`config.mk`:
```
export PLATFORM = sky130hd
export DESIGN_NAME = iter_exec_sequencer
export DESIGN_NICKNAME = d
export VERILOG_FILES = /design/src/rtl/iter_exec_pkg.sv /design/src/rtl/iter_exec_datapath.sv /design/src/rtl/iter_exec_sequencer.sv
export SDC_FILE = /design/constraint.sdc
export NUM_CORES = 1
export LEC_CHECK = 0
export ABC_AREA = 0
export CAP_MARGIN = 10
export CORE_MARGIN = 2
export CORE_UTILIZATION = 50
export CTS_CLUSTER_SIZE = 30
export DETAILED_ROUTE_END_ITERATION = 6
export GPL_TIMING_DRIVEN = 0
export PLACE_DENSITY = 0.71
export REMOVE_ABC_BUFFERS = 1
export SETUP_SLACK_MARGIN = 0.2
export SLEW_MARGIN = 20
export SYNTH_ARGS = -nofsm -noshare
export SYNTH_HDL_FRONTEND = slang
export SYNTH_SLANG_ARGS = --single-unit
```
`constraint.sdc`:
```
create_clock -name CLK -period 3.2 [get_ports CLK]
set_clock_uncertainty 0.05 [all_clocks]
set_input_delay 0.64 -clock CLK [delete_from_list [all_inputs] [get_ports CLK]]
set_output_delay 0.64 -clock CLK [all_outputs]
set_load 0.005 [all_outputs]
```
`src/rtl/iter_exec_pkg.sv`:
```
// Shared types and field positions for the iterative multiply/shift sequencer.
package iter_exec_pkg;

  typedef enum logic [1:0] {
    IDLE   = 2'd0,
    MUL    = 2'd1,
    SHIFT  = 2'd2,
    FINISH = 2'd3
  } state_t;

  localparam logic OP_MUL   = 1'b0;
  localparam logic OP_SHIFT = 1'b1;

  localparam logic [1:0] SLL = 2'b00;
  localparam logic [1:0] SRL = 2'b01;
  localparam logic [1:0] SRA = 2'b10;
  localparam logic [1:0] ROR = 2'b11;

  // Shift-control fields inside DATA2.
  localparam int AMT_LSB  = 0;
  localparam int AMT_MSB  = 3;
  localparam int MODE_LSB = 4;
  localparam int MODE_MSB = 5;

endpackage

```
`src/rtl/iter_exec_datapath.sv`:
```
// Working registers for the sequencer: shift-add accumulator, shift register,
// step counter and the result/flag registers seen by the CPU.
module iter_exec_datapath
  import iter_exec_pkg::*;
#(
  parameter int WIDTH = 8
) (
  input  logic               CLK,
  input  logic               RESET_N,
  input  logic               accept,
  input  logic               step_mul,
  input  logic               step_shift,
  input  logic               load_result,
  input  logic               load_direct,
  input  logic [WIDTH-1:0]   DATA1,
  input  logic [WIDTH-1:0]   DATA2,
  output logic               last_mul,
  output logic               last_shift,
  output logic [WIDTH-1:0]   RESULT,
  output logic [WIDTH-1:0]   PRODUCT_HI,
  output logic               ZERO
);

  localparam int CNT_W = $clog2(WIDTH + 16);

  logic [2*WIDTH-1:0] acc, acc_next, mcand;
  logic [WIDTH-1:0]   mplier, sreg, sreg_next;
  logic [1:0]         mode;
  logic [3:0]         amt;
  logic               fill_msb;
  logic [CNT_W-1:0]   count;
  logic [WIDTH-1:0]   res_lo_d, res_hi_d;

  always_comb begin
    // NOTE: every always_comb output gets a default first so no path can infer a latch.
    acc_next  = mplier[0] ? acc + mcand : acc;
    sreg_next = sreg;
    unique case (mode)
      SLL: sreg_next = {sreg[WIDTH-2:0], 1'b0};
      SRL: sreg_next = {1'b0, sreg[WIDTH-1:1]};
      SRA: sreg_next = {fill_msb, sreg[WIDTH-1:1]};
      ROR: sreg_next = {sreg[0], sreg[WIDTH-1:1]};
      default: sreg_next = sreg;
    endcase
  end

  assign last_mul   = (count == CNT_W'(WIDTH - 1));
  assign last_shift = (count == CNT_W'(amt) - CNT_W'(1));

  // The final step and the result load share one edge, so results come from the next-values.
  always_comb begin
    res_lo_d = acc_next[WIDTH-1:0];
    res_hi_d = acc_next[2*WIDTH-1:WIDTH];
    if (load_direct) begin
      res_lo_d = DATA1;
      res_hi_d = '0;
    end else if (step_shift) begin
      res_lo_d = sreg_next;
      res_hi_d = '0;
    end
  end

  // NOTE: working registers carry no reset; every operation reinitialises them on accept.
  always_ff @(posedge CLK) begin
    if (accept) begin
      acc      <= '0;
      mcand    <= {{WIDTH{1'b0}}, DATA1};
      mplier   <= DATA2;
      sreg     <= DATA1;
      mode     <= DATA2[MODE_MSB:MODE_LSB];
      amt      <= DATA2[AMT_MSB:AMT_LSB];
      fill_msb <= DATA1[WIDTH-1];
      count    <= '0;
    end else if (step_mul) begin
      // NOTE: sequential state uses non-blocking assignments so all registers update together.
      acc    <= acc_next;
      mcand  <= mcand << 1;
      mplier <= mplier >> 1;
      count  <= count + CNT_W'(1);
    end else if (step_shift) begin
      sreg  <= sreg_next;
      count <= count + CNT_W'(1);
    end
  end

  always_ff @(posedge CLK) begin
    if (!RESET_N) begin
      RESULT     <= '0;
      PRODUCT_HI <= '0;
      ZERO       <= 1'b0;
    end else if (load_result) begin
      RESULT     <= res_lo_d;
      PRODUCT_HI <= res_hi_d;
      ZERO       <= (res_lo_d == '0);
    end
  end

endmodule

```
`src/rtl/iter_exec_sequencer.sv`:
```
// Iterative multiply/shift sequencer: control FSM plus STALL/BUSY/DONE handshake
// around the shared datapath.
module iter_exec_sequencer
  import iter_exec_pkg::*;
#(
  parameter int WIDTH = 8
) (
  input  logic             CLK,
  input  logic             RESET_N,
  input  logic             START,
  input  logic             OP,
  input  logic [WIDTH-1:0] DATA1,
  input  logic [WIDTH-1:0] DATA2,
  output logic             BUSY,
  output logic             STALL,
  output logic             DONE,
  output logic [WIDTH-1:0] RESULT,
  output logic [WIDTH-1:0] PRODUCT_HI,
  output logic             ZERO
);

  state_t state, state_next;
  logic   accept, step_mul, step_shift, load_result, load_direct;
  logic   last_mul, last_shift;

  always_ff @(posedge CLK) begin
    if (!RESET_N) state <= IDLE;
    else          state <= state_next;
  end

  always_comb begin
    state_next  = state;
    accept      = 1'b0;
    step_mul    = 1'b0;
    step_shift  = 1'b0;
    load_result = 1'b0;
    load_direct = 1'b0;
    unique case (state)
      IDLE: if (START) begin
        accept = 1'b1;
        if (OP == OP_MUL) begin
          state_next = MUL;
        end else if (DATA2[AMT_MSB:AMT_LSB] != 4'd0) begin
          state_next = SHIFT;
        end else begin
          state_next  = FINISH;
          load_result = 1'b1;
          load_direct = 1'b1;
        end
      end
      MUL: begin
        step_mul = 1'b1;
        if (last_mul) begin
          load_result = 1'b1;
          state_next  = FINISH;
        end
      end
      SHIFT: begin
        step_shift = 1'b1;
        if (last_shift) begin
          load_result = 1'b1;
          state_next  = FINISH;
        end
      end
      FINISH: state_next = IDLE;
      default: state_next = IDLE;
    endcase
  end

  assign BUSY  = (state == MUL) || (state == SHIFT);
  assign DONE  = (state == FINISH);
  assign STALL = ((state == IDLE) && START) || BUSY;

  iter_exec_datapath #(.WIDTH(WIDTH)) u_datapath (
    .CLK         (CLK),
    .RESET_N     (RESET_N),
    .accept      (accept),
    .step_mul    (step_mul),
    .step_shift  (step_shift),
    .load_result (load_result),
    .load_direct (load_direct),
    .DATA1       (DATA1),
    .DATA2       (DATA2),
    .last_mul    (last_mul),
    .last_shift  (last_shift),
    .RESULT      (RESULT),
    .PRODUCT_HI  (PRODUCT_HI),
    .ZERO        (ZERO)
  );

endmodule

```
After elaboration in Yosys (flattened, before gate mapping):

Index checks and enable logic that the tools add are counted.

* register bits: 79
* bits in latches: 0
* memory bits (writable): 0
* bits in read-only memories: 0
* bits of input ports: 20
* output and inout bits: 20
* word-level logic and storage cells: 72
* memories: 0

* add/subtract/negate cells: 3
* multipliers: 0
* div/mod/pow operators: 0
* magnitude comparators: 0
* equality and inequality tests: 12
* shift operators: 0
* multiplexer cells: 32
* bitwise operators: 0
* reduce and logical (&&, ||, !) cells: 12

Operator list (number)
* 8-bit 2-to-1 mux: 11
* 8-bit one-hot mux with 4 select lines: 1
* 16-bit adder: 1
* 16-bit 2-to-1 mux: 1
* 1-bit 2-to-1 mux: 11
* 5-bit 2-to-1 mux: 2
* 2-bit equality test (second input constant): 4
* 8-bit logical NOT: 1
* 2-bit 2-to-1 mux: 4
* 2-bit inequality test (second input constant): 4
* 2-bit one-hot mux with 4 select lines: 1
* 2-bit nonzero test: 3
* 5-bit by 1-bit adder with 5-bit output (second input constant): 1
* 5-bit by 3-bit equality test with 1-bit output (second input constant): 1
* 5-bit equality test: 1
* 4-bit by 1-bit subtractor with 5-bit output (second input constant): 1
* 2-bit by 1-bit equality test with 1-bit output (second input constant): 2
* 2-bit logical NOT: 2
* 4-bit nonzero test: 1
* 1-bit one-hot mux with 3 select lines: 1
* 3-bit AND reduction: 1
* 1-bit logical OR: 2
* 2-bit AND reduction: 1
* 1-bit logical AND: 1

Depth between registers and ports, before layout:

Gate-level depths: netlist of the first run.

* depth in word-level cells: 7
* gate-level depth with buffers: 12
* mapped depth without buffers: 11

Hierarchy:

Synthesis of the first run repeated with hierarchy kept, for this count alone.

* cell total of the unflattened synthesis: 478
* area total of the unflattened synthesis: 4594.4 sq um

Modules (own cells, without submodules)
* iter_exec_datapath: times used 1, cells each 449, area each 4311.6 sq um, sequential area each 1851.8 sq um
* iter_exec_sequencer: times used 1, cells each 29, area each 282.8 sq um, sequential area each 40.0 sq um

Worst setup path before layout of the first run:

OpenSTA, ideal clock, no wires.

* path kind: reg2reg
* start: register u_datapath.mcand[0]
* end: register u_datapath.ZERO
* library setup time: 57 ps
* data arrival time: 2366 ps
* data required time: 3093 ps
* slack: 727 ps
* cell stages (with the launch flop): 11
* path buffers: 0
* clock period less this slack: 2473 ps
* path through: edfxtp_1 -> ha_1 -> fa_1 -> a21o_1 -> a21oi_2 -> o21ai_1 -> xnor2_1 -> a311oi_1 -> a2111o_1 -> nor4_2 -> a21o_1

* longest elaborated chain between the ends: 5

RTL lines
* start, declared: RTL line iter_exec_datapath.sv:26 `logic [2*WIDTH-1:0] acc, acc_next, mcand;`
* start signal, assigned: RTL line iter_exec_datapath.sv:67 `mcand <= {{WIDTH{1'b0}}, DATA1};`
* start signal, assigned: RTL line iter_exec_datapath.sv:77 `mcand <= mcand << 1;`
* 16-bit adder: RTL line iter_exec_datapath.sv:36 `acc_next = mplier[0] ? acc + mcand : acc;`
* 16-bit 2-to-1 mux: RTL line iter_exec_datapath.sv:36
* 8-bit 2-to-1 mux: RTL line iter_exec_datapath.sv:57 `end else if (step_shift) begin`
* 8-bit 2-to-1 mux: RTL line iter_exec_datapath.sv:54 `if (load_direct) begin`
* 8-bit logical NOT: RTL line iter_exec_datapath.sv:94 `ZERO <= (res_lo_d == '0);`
* end signal, assigned: RTL line iter_exec_datapath.sv:94
* end, declared: RTL line iter_exec_datapath.sv:21 `output logic ZERO`

No other way between the ends.
A chain may end at the register's enable or synchronous reset.

Final worst setup path of the first run:

Ends and elaborated chain as after synthesis.

==> results of run 1 <==
state kept, by name, summed over array words and instances (netlist names), 2 cells and up:
name / count
u_datapath.sreg: 8
u_datapath.acc: 16
u_datapath.mcand: 16
state: 2
u_datapath.RESULT: 8
u_datapath.count: 5
u_datapath.amt: 4
u_datapath.mode: 2
u_datapath.PRODUCT_HI: 8
u_datapath.mplier: 8
power groups by stage:
| stage | combinational (mW) | sequential, mW | clock, mW |
|---|---|---|---|
| CTS | 1.78 | 1.64 | 0.763 |
| finish | 1.93 | 1.65 | 0.750 |
| detailed placement | 1.75 | 1.67 | 0 |
| global placement | 1.71 | 1.65 | 0 |
| global route | 2.11 | 1.69 | 0.806 |
| floorplan | 1.30 | 1.59 | 0 |
synth_stat cells (2+ instances only):
master / n
nor2b_1: 13
edfxtp_1: 31
nor3_1: 3
xor2_1: 8
nor3b_2: 2
a221o_1: 3
ha_1: 22
a211oi_1: 6
o211a_1: 2
and3_1: 4
inv_1: 10
a21oi_1: 37
buf_2: 3
o21bai_1: 4
nand2_1: 82
nor2_1: 41
nand3_1: 4
xnor2_1: 14
a21oi_2: 3
a31oi_1: 3
a21o_1: 8
o21ai_0: 18
nor4_1: 2
a22o_1: 2
mux2i_1: 30
nand2b_1: 3
clkbuf_1: 15
dfxtp_1: 48
o31ai_1: 2
o21ai_1: 4
and2_1: 4
nand4_1: 3
per-layer routing:
| metal | routed length [um] | GRT usage [%] | part of all wire, % |
|---|---|---|---|
| met5 | 0 | 0 | 0 |
| met4 | 160 | 8.02 | 1.6 |
| met3 | 430 | 4.19 | 4.2 |
| met2 | 4670 | 34.0 | 46 |
| met1 | 4930 | 30.2 | 48 |
cell type report:
| type | instances | area [um2] | area share [%] |
|---|---|---|---|
| clock inverter | 7 | 72.6 | 1.43 |
| tap | 105 | 131 | 2.59 |
| clock buffer | 9 | 124 | 2.44 |
| multi-input combinational | 351 | 2370 | 46.6 |
| sequential | 79 | 1890 | 37.3 |
| timing repair buffer | 43 | 423 | 8.33 |
| inverter | 11 | 67.6 | 1.33 |
cell families (layout without fill, tap and decap cells):
logic type | count (synthesis) | in the layout
adder cells (fa/ha/maj) | 23 | 23
XOR/XNOR | 22 | 22
flip-flops | 79 | 79
AO/OA/AOI/OAI | 105 | 105
buffers and inverters | 32 | 70
AND/OR/NAND/NOR | 169 | 170
multiplexers | 31 | 31
critical path, stage by stage, from the launching register on:
cell	delay [ps]
edfxtp_1	450
ha_2	240
fa_1	400
a21o_1	220
a21oi_4	180
xnor2_2	100
mux2i_2	260
a21oi_2	110
a2111o_1	430
nor4_2	240
a21o_1	110
how the worst max path moves through the flow:
stage,startpoint,cells past startpoint,end
2_1_floorplan,START,8,u_datapath.PRODUCT_HI[5]
3_3_place_gp,START,9,u_datapath.PRODUCT_HI[5]
3_5_place_dp,START,9,u_datapath.PRODUCT_HI[5]
4_1_cts,START,9,u_datapath.ZERO
5_1_grt,u_datapath.mcand[0],10,u_datapath.PRODUCT_HI[6]
6_report,u_datapath.mcand[0],10,u_datapath.ZERO
timing repair:
action,4_1_cts,5_1_grt
hold endpoints to repair,0,0
setup buffers,2,2
cloned,0,1
resized for setup,9,15
setup endpoints to repair,31,9
pin swaps,1,8
==> results.md, run 1 <==
* P_sw at 1.78 mW
* Syn. warnings at 0
* Main flop type after synthesis: dfxtp_1
* Placed Instances at 584
* Vias per cell at 5.74
* HPWL after DPL at 6910 um
* Gr ovfl total at 0
* Residual DRC count at 0
* Layout Cells excl Fill at 605
* Main combinational cell family by area after synthesis: simple AND/OR/NAND/NOR gates
* Reg2Reg Setup Slack at 370 ps
* Clock sinks at 79
* I/O pin count at 40
* Share of the synthesized area in the top cell type at 22.3%
* Slew @ Worst Pin at 976 ps
* Initial Utilization at 51.9%
* Hold Fails Final Rpt at 0
* Adder-cell share of the synthesized area at 6.85%
* Sequential-to-total area share from yosys stat at 43.9%
* Post-DR wirelength/cell at 16.8 um
* Total GRT Usage at 21.8%
* Final Hold Slack at 413 ps
* Rel. slew slack at 34.9%
* Power per cell area at 852 nW/um2
* Worst Path Arrival at 3090 ps
* Final instance area at 5080 um2
* Tcrit/Tclk final at 88.4%
* Initial antenna violation count at 0
* First-pass GRT wire length at 16500 um
* Starting DRT DRC Count at 146
* Mapped Cells at 461
* Asr flop ratio synth at 0%
* Vias in the first global route at 3451
* Number of port buffers at 39
* Fraction of power spent switching nets at 41.2%
* Clock power share at 17.3%
* Largest net degree at the start of global routing at 52
* Vias at 3473
* Final Critical Period at 2830 ps
* Compound-cell area share of the yosys netlist at 15.9%
* Synth top area cells: dfxtp_1, edfxtp_1, nand2_1
* Core area at 8300 um2
* Synth unique cells at 59
* Final Max Slew Viols at 0
* Synth Register Bits at 79
* Flop pwr share at 38.1%
* Clock Path Buffers at 2
* Hold Path End: u_datapath.PRODUCT_HI[1]
* Die area at 9380 um2
* Layout cells sized above 1 at 9.40%
* VDD IR max at 0.409 mV
* Hold path startpoint: u_datapath.PRODUCT_HI[1]
* Syn-to-layout area delta at 17.8%
* Synthesized cell area at 4310 um2
* CP max FO at 3
* Status: complete, no violations
* H-tree depth at 3
* Synth Area in Simple Gates at 18.3%
* Die height at 96.9 um
* XOR/XNOR Fraction of Synth Area at 4.47%
* Reg-to-Reg Start: u_datapath.mcand[0]
* R2R Path End: u_datapath.ZERO
* CP Capture Type: register
* Nets@finish at 538
* Hold Crit Class: reg2reg
* Internal power at 2.55 mW
* Peak Freq at 354 MHz
* Worst setup margin at 373 ps
* Pre-CTS setup slack at -2170 ps
* Routability cong. at 0.819
* Root Buffer Master: clkbuf_8
* Post-route core utilization at 61.2%
* Final setup fails at 0
* Syn_area_per_cell at 9.35 um2
* Kind of start point of the critical path: register
* Leading area contributor after synthesis: dfxtp_1
* Reg clk slew, reported paths at 100 ps
* Clk Latency, worst-skew pair at 370 ps
* Layout fillers at 716
* Pleak at 2.00 nW
* WS Path Type: reg2reg
* TritonCTS clock tree: done
* Drt pass-1 iters at 5
* Most common cell after layout, fill and taps aside: nand2_1
* Comb pwr share at 44.6%
* Mux share of post-synthesis cell area at 7.23%
* Routed WL at 10200 um
* Ant diodes at 0
* Area post-placement at 4730 um2
* Reg2reg path depth at 10
* Die Wd at 96.9 um
* Critical path required time at 3460 ps
* Hold buffers post-CTS at 0
* Max-cap viol count at 0
* Sum Neg Setup Slack at 0 ps
* EDFF count, synth at 31
* RSZ-0062 raised after global routing: no
* Most frequent cells in the layout: nand2_1, dfxtp_1, nor2_1, clkdlybuf4s50_1, a21oi_1
* CTS Buf Count at 9
* WHS Path Cells at 2
* Power, Total at 4.33 mW
* ANT nets after route at 0
* Rows at 33
(Power assumes the default switching activity.)
==> inputs of run 2 (changes only) <==
--- a/config.mk
+++ b/config.mk
@@ -7,12 +7,14 @@
 export LEC_CHECK = 0
 export ABC_AREA = 0
 export CAP_MARGIN = 10
+export CELL_PAD_IN_SITES_DETAIL_PLACEMENT = 1
+export CELL_PAD_IN_SITES_GLOBAL_PLACEMENT = 1
 export CORE_MARGIN = 2
-export CORE_UTILIZATION = 50
+export CORE_UTILIZATION = 45
 export CTS_CLUSTER_SIZE = 30
 export DETAILED_ROUTE_END_ITERATION = 6
 export GPL_TIMING_DRIVEN = 0
-export PLACE_DENSITY = 0.71
+export PLACE_DENSITY_LB_ADDON = 0.1
 export REMOVE_ABC_BUFFERS = 1
 export SETUP_SLACK_MARGIN = 0.2
 export SLEW_MARGIN = 20
==> run 2 against run 1 <==
  * Maximum frequency fell by 1.9%
  * Utilization fell by 6.0 points
  * Wire length rose by 16%
  * Die area rose by 11%
  * Power rose by 2.4%
  * Critical path type is now in2reg
  * Largest cell class unchanged
==> results.md, run 2 (same netlist as run 1, synthesis figures left out) <==
* Final Hold Slack at 401 ps (-11.9 ps)
* Worst Path Arrival at 3130 ps (+40 ps)
* Kind of start point of the critical path: input pin
* Critical path required time at 3450 ps (about the same)
* Initial antenna violation count at 0 (unchanged)
* WS Path Type: in2reg
* Final setup fails at 0 (unchanged)
* Ant diodes at 0 (unchanged)
* Routability cong. at 0.850 (+3.8%)
* HPWL after DPL at 8050 um (+16%)
* Clk Latency, worst-skew pair at 370 ps (about the same)
* Final instance area at 5120 um2 (+0.86%)
* Reg clk slew, reported paths at 80 ps (-20 ps)
* Status: complete, no violations
* Root Buffer Master: clkbuf_8
* Hold buffers post-CTS at 0 (unchanged)
* Critical path's top delay family: buffers and inverters
* CTS Buf Count at 9 (unchanged)
* Most frequent cells in the layout: nand2_1, dfxtp_1, nor2_1, clkdlybuf4s50_1, a21oi_1
* Power per cell area at 865 nW/um2 (+1.5%)
* Hold Fails Final Rpt at 0 (unchanged)
* WP buf/inv at 2 (+2)
* Worst setup margin at 318 ps (-54.4 ps)
* Met1 WL at 5710 um (+16%)
* Max incr delay on CP at 720 ps (+270 ps)
* Number of port buffers at 39 (unchanged)
* Pre-CTS setup slack at -1820 ps (+346 ps)
* Die Wd at 102 um (+5.2%)
* Rows at 35 (+6.1%)
* Placed Instances at 608 (+4.1%)
* Most common cell after layout, fill and taps aside: nand2_1
* First-pass GRT wire length at 18600 um (+12%)
* Tcrit/Tclk final at 90.1% (+1.7 points)
* Peak Freq at 347 MHz (-1.9%)
* I/O pin count at 40 (unchanged)
* Clock Path Buffers at 2 (unchanged)
* Post-DR wirelength/cell at 18.6 um (+11%)
* Biggest regs: u_datapath.acc x16, u_datapath.mcand x16
* Total GRT Usage at 23.4% (+1.6 points)
* CP Capture Type: register
* Residual DRC count at 0 (unchanged)
* Syn-to-layout area delta at 18.8%
* Layout fillers at 1092 (+53%)
* Met3 wire len at 252 um (-41%)
* VDD IR max at 0.452 mV (+10%)
* Vias per cell at 5.58 (-2.9%)
* FF+latch area at 1890 um2 (unchanged)
* Largest net degree at the start of global routing at 52 (unchanged)
* CP Cell Sequence: clkdlybuf4s50_1 > nand2_8 > clkinv_16 > and3_4 > a211oi_1 > a21oi_2 > nand4b_1 > a2111o_1 > nor4_4 > a21o_1
* Drt pass-1 iters at 4 (-1)
* Die area at 10400 um2 (+11%)
* Layout Cells excl Fill at 633 (+4.6%)
* Nets@finish at 542 (+0.74%)
* Area post-placement at 4760 um2 (+0.69%)
* Starting DRT DRC Count at 92 (-37%)
* Hold Crit Class: reg2reg
* Routed WL at 11800 um (+16%)
* Area occupied by multi-input gates at 2350 um2 (-0.63%)
* Final Max Slew Viols at 0 (unchanged)
* Vias in the first global route at 3721 (+7.8%)
* Top sig layer: met4
* H-tree depth at 3 (unchanged)
* Max-cap viol count at 0 (unchanged)
* Rel. slew slack at 31.9% (-3.0 points)
* Slew @ Worst Pin at 1020 ps (+45.6 ps)
* Die height at 102 um (+5.2%)
* Core area at 9280 um2 (+12%)
* Clock sinks at 79 (unchanged)
* Vias at 3529 (+1.6%)
* Pleak at 1.99 nW (-0.52%)
* Initial Utilization at 46.4% (-5.5 points)
* ANT nets after route at 0 (unchanged)
* Gr ovfl total at 0 (unchanged)
* Worst-path cell with the longest stage delay: clkdlybuf4s50_1
* TritonCTS clock tree: done
* Final Critical Period at 2880 ps (+54.4 ps)
* CP max FO at 51 (+48)
* Layout cells sized above 1 at 9.72% (+0.32 points)
* Met2 Wirelength at 5560 um (+19%)
* RSZ-0062 raised after global routing: no
## run 2: cell count changes in the layout (fill, tap and decap cells not counted), sizes merged
cell           previous run  this run
buf                       4         8
clkinvlp                  1         4
clkinv                    5         3
clkdlybuf4s50            38        39
dlymetal6s2s              1         0
inv                      11        10
## run 2: report_power, final
group          total [mW]  switching, mW  internal [mW]  leakage (nW)
clock network       0.771          0.411          0.360        0.0875
registers            1.67          0.251           1.42         0.690
logic                1.99           1.23          0.768          1.21
## run 2: repair_timing
action	4_1_cts	5_1_grt
buffers inserted	3	5
pin swaps	4	4
resized for setup	11	7
gates cloned	0	1
setup endpoints to repair	18	6
## run 2: through the flow
step | TNS [ps] | util (%) | power (mW)
2_1_floorplan | -3300 | - | 2.89
3_3_place_gp | -46720 | 51.3 | 3.42
3_5_place_dp | -25510 | 51.3 | 3.50
4_1_cts | 0 | 54.2 | 4.33
5_1_grt | 0 | 55.2 | 4.71
6_report | 0 | 55.2 | 4.43
## run 2: metal layers
| metal | vias up | track usage (%) |
|---|---|---|
| met4 | 0 | 8.72 |
| met3 | 20 | 4.45 |
| li1 | 1716 | - |
| met5 | - | 0 |
| met2 | 52 | 38.6 |
| met1 | 1741 | 30.7 |
## run 2: path summary, 6_finish.rpt
kind | from | end | depth (start not counted) | slack, ps
hold / removal | u_datapath.PRODUCT_HI[7] | u_datapath.PRODUCT_HI[7] | 2 | 400
hold reg to reg | u_datapath.PRODUCT_HI[7] | u_datapath.PRODUCT_HI[7] | 2 | 400
setup reg to reg | u_datapath.mcand[0] | u_datapath.ZERO | 10 | 330
setup / recovery | START | u_datapath.ZERO | 10 | 320
## run 2: tightest hold or removal path: cells and delay by family (launching register included)
family / cells / cell delay [ps]
compound gates: 1 / 50
flops: 1 / 320
simple gates: 1 / 50
## run 2: layout make-up
| type | instances | share of cell area, % |
|---|---|---|
| Multi-Input combinational cell | 351 | 45.9 |
| Timing Repair Buffer | 47 | 8.80 |
| Tap cell | 129 | 3.15 |
| Inverter | 11 | 1.32 |
| Clock buffer | 9 | 2.42 |
| Sequential cell | 79 | 36.9 |
| Clock inverter | 7 | 1.44 |
==> inputs of run 3 (changes only) <==
--- a/config.mk
+++ b/config.mk
@@ -10,14 +10,15 @@
 export CELL_PAD_IN_SITES_DETAIL_PLACEMENT = 1
 export CELL_PAD_IN_SITES_GLOBAL_PLACEMENT = 1
 export CORE_MARGIN = 2
-export CORE_UTILIZATION = 45
+export CORE_UTILIZATION = 48
 export CTS_CLUSTER_SIZE = 30
 export DETAILED_ROUTE_END_ITERATION = 6
 export GPL_TIMING_DRIVEN = 0
 export PLACE_DENSITY_LB_ADDON = 0.1
 export REMOVE_ABC_BUFFERS = 1
-export SETUP_SLACK_MARGIN = 0.2
+export SETUP_SLACK_MARGIN = 0.4
 export SLEW_MARGIN = 20
 export SYNTH_ARGS = -nofsm -noshare
 export SYNTH_HDL_FRONTEND = slang
 export SYNTH_SLANG_ARGS = --single-unit
+export TNS_END_PERCENT = 10
==> constraint.sdc (replaced) <==
create_clock -name CLK -period 3.53 [get_ports CLK]
set_clock_uncertainty 0.05 [all_clocks]
set_input_delay 0.706 -clock CLK [delete_from_list [all_inputs] [get_ports CLK]]
set_output_delay 0.706 -clock CLK [all_outputs]
set_load 0.005 [all_outputs]
==> run 3 against run 2 <==
  * Flip-flop and latch count stayed put
  * First-iteration DRC count is 4.3% higher
  * Cell count is 4.4% lower
  * Design area is 1.8% lower
  * Sequential share of layout area is 0.68 points higher
  * Hold slack better by 8.7 ps
  * Power is 9.8% lower
  * Largest power group unchanged
==> results.md, run 3 (same netlist as run 1, synthesis figures left out) <==
* Status: complete, no violations
* Routed WL at 11400 um (-3.0%)
* Vias at 3478 (-1.4%)
* Die area at 9750 um2 (-6.0%)
* Fraction of power spent switching nets at 39.9% (-2.6 points)
* Power, Total at 4.00 mW (-9.8%)
* VDD IR max at 0.502 mV (+11%)
* Power per cell area at 795 nW/um2 (-8.1%)
* Sum Neg Setup Slack at 0 ps (unchanged)
* Max incr delay on CP at 630 ps (-90 ps)
* CTS Buf Count at 9 (unchanged)
* Slew @ Worst Pin at 1050 ps (+24.8 ps)
* Critical path required time at 3780 ps (+330 ps)
* CP Capture Type: register
* Biggest regs: u_datapath.acc x16, u_datapath.mcand x16
* Area post-placement at 4740 um2 (-0.55%)
* Clock Path Buffers at 2 (unchanged)
* Syn-to-layout area delta at 16.7%
* Final Max Slew Viols at 0 (unchanged)
* ANT nets after route at 0 (unchanged)
* Residual DRC count at 0 (unchanged)
* Tcrit/Tclk final at 86.6%
* WS Path Type: in2reg
* Final instance area at 5030 um2 (-1.8%)
* Max-cap viol count at 0 (unchanged)
* Final Critical Period at 3060 ps
* Clock sinks at 79 (unchanged)
* RSZ-0062 raised after global routing: no
* Die height at 98.8 um (-3.1%)
* Vias per cell at 5.75 (+3.1%)
* Most common cell after layout, fill and taps aside: nand2_1
* Die Wd at 98.8 um (-3.1%)
* Flop pwr share at 37.7% (about the same)
* Hold buffers post-CTS at 0 (unchanged)
* Initial Utilization at 49.4% (+3.0 points)
* Root Buffer Master: clkbuf_8
* CP Cell Sequence: clkdlybuf4s50_1 > nand2_8 > inv_16 > and3_4 > a211oi_1 > a21oi_2 > nand4b_1 > a2111o_1 > nor4_2 > a21o_1
* P_sw at 1.60 mW (-15%)
* Drt pass-1 iters at 4 (unchanged)
* Hold Crit Class: reg2reg
* Layout cells sized above 1 at 6.64% (-3.1 points)
* Most frequent cells in the layout: nand2_1, dfxtp_1, nor2_1, clkdlybuf4s50_1, a21oi_1
* Kind of start point of the critical path: input pin
* Layout Cells excl Fill at 605 (-4.4%)
* Number of port buffers at 39 (unchanged)
* Hold Fails Final Rpt at 0 (unchanged)
* Ant diodes at 0 (unchanged)
* HPWL after DPL at 8070 um (+0.27%)
* Final Hold Slack at 410 ps (+8.72 ps)
* Rows at 34 (-2.9%)
* Initial antenna violation count at 0 (unchanged)
* H-tree depth at 3 (unchanged)
* Placed Instances at 587 (-3.5%)
* Vias in the first global route at 3627 (-2.5%)
* Pleak at 1.97 nW (-0.88%)
* Post-DR wirelength/cell at 18.9 um (+1.5%)
* First-pass GRT wire length at 18700 um (+0.82%)
* Routability cong. at 0.755 (-11%)
* Internal power at 2.40 mW (-5.6%)
* Final setup fails at 0 (unchanged)
* Starting DRT DRC Count at 96 (+4.3%)
* TritonCTS clock tree: done
* Reg clk slew, reported paths at 80 ps (about the same)
* CP max FO at 51 (unchanged)
* Largest net degree at the start of global routing at 52 (unchanged)
* Gr ovfl total at 0 (unchanged)
* Clk Latency, worst-skew pair at 350 ps (-20 ps)
* Comb pwr share at 42.2% (-2.8 points)
* I/O pin count at 40 (unchanged)
* Clock power share at 20.1% (+2.7 points)
* Worst-path cell with the longest stage delay: clkdlybuf4s50_1
* Worst Path Arrival at 3310 ps (+180 ps)
* Nets@finish at 535 (-1.3%)
* Core area at 8720 um2 (-6.1%)
* Total GRT Usage at 24.4% (+0.95 points)
* Rel. slew slack at 30.2% (-1.7 points)
* Peak Freq at 327 MHz
[run 3: power groups by stage]
| stage | Sequential, mW | Clock, mW | Combinational [mW] |
|---|---|---|---|
| floorplan | 1.44 | 0 | 1.18 |
| global placement | 1.51 | 0 | 1.57 |
| detailed placement | 1.53 | 0 | 1.64 |
| CTS | 1.51 | 0.813 | 1.68 |
| global route | 1.54 | 0.847 | 1.89 |
| finish | 1.51 | 0.802 | 1.69 |
[run 3: final timing paths]
kind                             from                       end  cells past startpoint  slack (ps)
min reg2reg  u_datapath.PRODUCT_HI[2]  u_datapath.PRODUCT_HI[2]                      2         410
max reg2reg       u_datapath.mcand[0]           u_datapath.ZERO                     10         560
max                             START           u_datapath.ZERO                     10         470
min          u_datapath.PRODUCT_HI[2]  u_datapath.PRODUCT_HI[2]                      2         410
[run 3: area by class of cell]
cell class	instances	area (um2)
Inverter	11	57.6
Clock inverter	4	93.8
Timing Repair Buffer	41	405
Clock buffer	12	135
Fill cell	1002	3690
Sequential cell	79	1890
Tap cell	108	135
Multi-Input combinational cell	350	2310
[run 3: worst max-delay path: cells and delay by family]
kind	cells	cell delay (ps)
and+or+nand+nor	4	960
buffers and inverters	2	880
AOI/OAI and AO/OA	4	720
[run 3: timing repair]
action                                  CTS  global route
pin swaps                                 1             2
setup buffers                             1             1
endpoints found under the setup margin   18             9
endpoints found under the hold margin     0             0
resized for setup                         8             3
[run 3: routing by layer]
metal	track usage (%)	share of wire, %	wire length [um]	vias up
met1	31.9	45	5150	1706
met4	6.22	1.6	184	0
met5	0	0	0	-
met3	3.69	2.8	323	19
met2	42.3	51	5790	54
li1	-	-	-	1699
[run 3: metrics by stage]
stage                     util [%]  worst slack (ps)
final                         57.7               473
after global routing          57.7               396
after CTS                     57.4               407
after detailed placement      54.3             -1570
after global placement        54.3             -1950
after floorplan                  -              -133
